<file path="config.mk">
export PLATFORM = sky130hd
export DESIGN_NAME = wide_add_sequencer
export DESIGN_NICKNAME = d
export VERILOG_FILES = /design/src/rtl/wide_add_pkg.sv /design/src/rtl/add_slice.sv /design/src/rtl/wide_add_sequencer.sv
export SDC_FILE = /design/constraint.sdc
export NUM_CORES = 1
export LEC_CHECK = 0
export ABC_CLOCK_PERIOD_IN_PS = 4400
export BUFFER_PORTS_ARGS = -buffer_cell sky130_fd_sc_hd__buf_2
export CELL_PAD_IN_SITES_DETAIL_PLACEMENT = 1
export CELL_PAD_IN_SITES_GLOBAL_PLACEMENT = 1
export CORE_MARGIN = 10
export CORE_UTILIZATION = 40
export DETAILED_ROUTE_END_ITERATION = 12
export GPL_TIMING_DRIVEN = 0
export PLACE_DENSITY_LB_ADDON = 0.15
export SLEW_MARGIN = 20
export SYNTH_ARGS = -nofsm -noshare
export SYNTH_HDL_FRONTEND = slang
export SYNTH_SLANG_ARGS = --single-unit
</file>
<file path="constraint.sdc">
create_clock -name clk -period 4.4 [get_ports clk]
set_input_delay 0.88 -clock clk [delete_from_list [all_inputs] [get_ports clk]]
set_output_delay 0.88 -clock clk [all_outputs]
set_load 0.02 [all_outputs]
</file>
<file path="src/rtl/wide_add_pkg.sv">
// Shared types and defaults for the sliced wide adder.
// Holds the sequencer state encoding and default geometry.
package wide_add_pkg;

    typedef enum logic [1:0] {
        IDLE = 2'd0,
        RUN  = 2'd1,
        DONE = 2'd2
    } state_t;

    localparam int WIDTH_D = 16;
    localparam int SLICE_D = 4;

endpackage

</file>
<file path="src/rtl/add_slice.sv">
// Combinational W-bit ripple-carry adder slice.
// Ports: a, b, cin -> sum, cout, c_msb_in (carry into the top bit).
module add_slice #(
    parameter int W = 4
) (
    input  logic [W-1:0] a,
    input  logic [W-1:0] b,
    input  logic         cin,
    output logic [W-1:0] sum,
    output logic         cout,
    output logic         c_msb_in
);

    logic [W:0] c;

    assign c[0] = cin;

    for (genvar i = 0; i < W; i++) begin : g_bit
        assign sum[i]  = a[i] ^ b[i] ^ c[i];
        assign c[i+1]  = (a[i] & b[i]) | (c[i] & (a[i] ^ b[i]));
    end

    assign cout     = c[W];
    assign c_msb_in = c[W-1];

endmodule

</file>
<file path="src/rtl/wide_add_sequencer.sv">
// Multi-cycle wide adder: one SLICE-bit slice reused LSB to MSB.
// Ports: clk, rst_n; in_valid/in_ready/in_a/in_b/in_cin operand side;
//   out_valid/out_ready/out_sum/out_cout/out_ovf result side; busy.
// Optional ADD_SUB_EN adds in_sub (1 = a-b, in_cin ignored).
module wide_add_sequencer
    import wide_add_pkg::*;
#(
    parameter int WIDTH = WIDTH_D,
    parameter int SLICE = SLICE_D
) (
    input  logic             clk,
    input  logic             rst_n,
    input  logic             in_valid,
    output logic             in_ready,
    input  logic [WIDTH-1:0] in_a,
    input  logic [WIDTH-1:0] in_b,
    input  logic             in_cin,
`ifdef ADD_SUB_EN
    input  logic             in_sub,
`endif
    output logic             out_valid,
    input  logic             out_ready,
    output logic [WIDTH-1:0] out_sum,
    output logic             out_cout,
    output logic             out_ovf,
    output logic             busy
);

    localparam int NSLICE = WIDTH / SLICE;
    localparam int IW     = (NSLICE > 1) ? $clog2(NSLICE) : 1;
    localparam logic [IW-1:0] IDX_LAST = IW'(NSLICE - 1);

    if ((WIDTH % SLICE) != 0 || WIDTH < SLICE) begin : g_bad_geom
        $error("WIDTH must be a non-zero multiple of SLICE");
    end

    state_t state;
    state_t state_next;

    logic [IW-1:0]    idx;
    logic [WIDTH-1:0] a_q;
    logic [WIDTH-1:0] b_q;
    logic             carry_q;
    logic [WIDTH-1:0] sum_q;
    logic             cout_q;
    logic             ovf_q;
    logic             last;
    logic             accept;
    logic             carry_init;

    logic [SLICE-1:0] s_a;
    logic [SLICE-1:0] s_b;
    logic [SLICE-1:0] s_sum;
    logic             s_cout;
    logic             s_cmsb;

`ifdef ADD_SUB_EN
    logic sub_q;
    // Subtraction: invert b and force the initial carry to 1.
    assign s_b        = b_q[idx*SLICE +: SLICE] ^ {SLICE{sub_q}};
    assign carry_init = in_sub | in_cin;
`else
    assign s_b        = b_q[idx*SLICE +: SLICE];
    assign carry_init = in_cin;
`endif

    assign s_a    = a_q[idx*SLICE +: SLICE];
    assign last   = (idx == IDX_LAST);
    assign accept = (state == IDLE) && in_valid;

    add_slice #(
        .W (SLICE)
    ) u_slice (
        .a        (s_a),
        .b        (s_b),
        .cin      (carry_q),
        .sum      (s_sum),
        .cout     (s_cout),
        .c_msb_in (s_cmsb)
    );

    always_ff @(posedge clk or negedge rst_n) begin
        if (!rst_n) begin
            state <= IDLE;
        end else begin
            state <= state_next;
        end
    end

    always_comb begin
        state_next = state;
        unique case (state)
            IDLE:    if (in_valid)  state_next = RUN;
            RUN:     if (last)      state_next = DONE;
            DONE:    if (out_ready) state_next = IDLE;
            default: state_next = IDLE;
        endcase
    end

    always_ff @(posedge clk or negedge rst_n) begin
        if (!rst_n) begin
            idx     <= '0;
            a_q     <= '0;
            b_q     <= '0;
            carry_q <= 1'b0;
            sum_q   <= '0;
            cout_q  <= 1'b0;
            ovf_q   <= 1'b0;
`ifdef ADD_SUB_EN
            sub_q   <= 1'b0;
`endif
        end else if (accept) begin
            idx     <= '0;
            a_q     <= in_a;
            b_q     <= in_b;
            carry_q <= carry_init;
            sum_q   <= '0;
            cout_q  <= 1'b0;
            ovf_q   <= 1'b0;
`ifdef ADD_SUB_EN
            sub_q   <= in_sub;
`endif
        end else if (state == RUN) begin
            sum_q[idx*SLICE +: SLICE] <= s_sum;
            carry_q <= s_cout;
            if (last) begin
                cout_q <= s_cout;
                ovf_q  <= s_cmsb ^ s_cout;
            end else begin
                idx <= idx + IW'(1);
            end
        end
    end

    // Held low during reset even though the state already reads IDLE.
    assign in_ready  = rst_n && (state == IDLE);
    assign out_valid = (state == DONE);
    assign busy      = (state != IDLE);
    assign out_sum   = sum_q;
    assign out_cout  = cout_q;
    assign out_ovf   = ovf_q;

endmodule
</file>
==> flow_summary.toml <==
[outcome]
status = "finished, final reports clean"

[layout]
seq_area_mm2 = 0.00138
syn_to_final_growth_pct = 18.9
diodes = 0
nets = 276
drive_gt1_share_pct = 49.1
fill_cells = 646
multi_input_area_mm2 = 0.00109

[critical_path]
critPathKind = "reg2reg"
arrival_ns = 3.71
max_stage_delay_ns = 0.55
worstSetupEndpointType = "register"
crit_chain = "buf_4 > mux4_2 > fa_1 > fa_1 > fa_1 > fa_1 > a32o_1"
crit_start = "idx[0]"
slowest_stage = "mux4_2"
worstPathRequired_ns = 4.61
r2r_start = "idx[0]"
cp_max_fo = 10
start_kind = "register"
crit_family = "adder cells"
critPathBufInv = 1
crit_top_cell = "fa_1"

[sta]
fin_skew_ns = 0.00494
finalMaxSlewViolations = 0
max_slew.worst_pin.slew_ns = 0.696
hold_slack_ns = 0.489
finalCritPeriodShare_pct = 79.5
fmaxAchievable_mhz = 286
hold_viol_final = 0
finalSetupTns_ns = 0
max_slew_margin_pct = 53.6
finalSetupViolations = 0
rsz0062_at_grt = "no"
post-route-min-period_ns = 3.50

[clock_tree]
cts_setup_buffers = 0
cts_resized = 0
ctsHoldBuffers = 0
clkLatencyLatePin_ns = 0.32
clock_sinks = 55
htreeDepth = 2
clock_path_buffers = 2
path_clk_slew_ns = 0.10
cts-root-buf = "clkbuf_8"
numCtsBuffers = 5
cts_tree = "yes"

[synth]
synth-seq-cells = 55
synth_top_cell_by_area = "dfrtp_1"
synth.avg_cell_area_um2 = 15.1
synth_common_cells = "dfrtp_1, mux2_2, a22o_1, mux4_2"
synth.distinct_cells = 30
synth_edf_count = 0
syn_area_mm2 = 0.00252
yosysSeqAreaShare_pct = 54.5
syn-num-nets = 212
async_reset_ff_share_pct = 100
synthCells = 167
ys_warn_count = 0
synth_ff_type = "dfrtp_1"
synthTopCellsByArea = "dfrtp_1, mux2_2, mux4_2"
synth_top_area_share_pct = 54.5
synth_most_common_cell = "dfrtp_1"

[detailed_routing]
drtAntennaViolNets = 0
drtIter0Drc = 48
vias_per_cell = 5.37
drt_wl_total_um = 6030
vias = 1650
dr.pass1.iters = 4
wl_per_cell_um = 19.6
drc_errors = 0

[power]
internal-power_w = 0.00148
power_density_mw_per_mm2 = 819
clkPwrFrac_pct = 12.1
p_seq_share_pct = 34.8
ir_worst_vdd_mv = 0.285
p_leak_nw = 1.43
power_frac_comb_pct = 53.0
p_sw_w = 0.000974
swShare_pct = 39.6

[min_path]
hold_path.class = "reg2reg"
hp-start = "a_q[10]"

[global_routing]
antenna_found_initial = 0
grt-ovfl-total = 0
grt_pass1_vias = 1819
grt_max_degree = 57
track_usage_pct = 12.5
grt_pass1_wl_um = 9820

[job]
maxCapViolations = 0

[floorplan]
start_util_pct = 41.9
core_mm2 = 0.00603
num_io_pins = 58
rows = 28
fp.dieW_um = 99.5
die_y_um = 99.5
fp.dieArea_mm2 = 0.00989

[place]
post-dp-hpwl_um = 4570
numPortBuffers = 57
globalplace.congestion = 0.706
-- state kept, by name (all words and copies together) (netlist names) --
name	flops
out_ovf	1
b_q	16
carry_q	1
state	2
a_q	16
out_sum	16
idx	2
out_cout	1
-- layout by cell type (no fill, tap or decap), types with 2 or more instances in the layout --
master	Yosys	layout
nand2b_1	4	4
fa_1	4	4
a22o_1	15	15
buf_4	4	5
nand3b_1	2	2
a32o_1	4	4
inv_1	4	4
mux2_1	2	2
buf_2	2	58
nor4b_2	2	2
a21o_1	2	2
o21ai_0	2	2
a21oi_1	2	2
dfrtp_1	55	55
clkbuf_8	0	6
ha_1	4	4
nand2_1	4	4
and3b_1	2	2
clkbuf_1	1	2
nor2_1	4	4
mux4_2	8	8
mux2_2	31	31
-- per-stage QoR --
step | setup slack (ns) | total power [W] | std cells | util (%) | area, um2
after global routing | 0.745 | 0.00266 | 307 | 49.8 | 3000
after detailed placement | 0.891 | 0.00220 | 299 | 48.2 | 2910
final | 0.904 | 0.00246 | 307 | 49.8 | 3000
after global placement | 0.896 | 0.00217 | 299 | 48.2 | 2900
after floorplan | 1.18 | 0.00180 | 167 | - | 2520
after CTS | 0.874 | 0.00251 | 307 | 49.8 | 3000
-- power groups by stage --
stage | logic, W | clock network [W] | registers, W
6_report | 0.00130 | 0.000298 | 0.000856
5_1_grt | 0.00145 | 0.000327 | 0.000887
4_1_cts | 0.00134 | 0.000310 | 0.000860
3_5_place_dp | 0.00133 | 0 | 0.000870
3_3_place_gp | 0.00132 | 0 | 0.000859
2_1_floorplan | 0.000917 | 0 | 0.000884
-- final cells by class --
| class | count | area share [%] |
|---|---|---|
| Timing Repair Buffer | 57 | 9.59 |
| Clock inverter | 1 | 0.292 |
| Buffer | 7 | 1.46 |
| Inverter | 4 | 0.500 |
| Multi-Input combinational cell | 101 | 36.3 |
| Sequential cell | 55 | 45.9 |
| Tap cell | 75 | 3.13 |
| Clock buffer | 7 | 2.88 |
-- layer usage --
metal / global-route usage, % / share of wire [%] / up-vias
li1: - / - / 743
met1: 15.6 / 44 / 858
met2: 19.8 / 49 / 41
met3: 3.81 / 5.8 / 8
met4: 4.96 / 1.5 / 0
met5: 0 / 0 / -
-- final timing paths --
check	to	slack, ns	cells past startpoint
min	a_q[10]	0.49	1
max reg2reg	out_sum[11]	0.90	7
max in group asynchronous	b_q[2]	3.34	1
min in group asynchronous	state[0]	0.60	1
max	out_sum[11]	0.90	7
min reg2reg	a_q[10]	0.49	1
-- cell families after synthesis --
family | synth area share (%)
AOI/OAI and AO/OA | 8.82
xor gates and xnor gates | 0.347
adders and majority gates | 5.15
buffers and inverters | 2.33
DFF | 54.5
muxes | 22.2
and+or+nand+nor | 6.59
No activity file was read; power rests on OpenSTA's default activity.
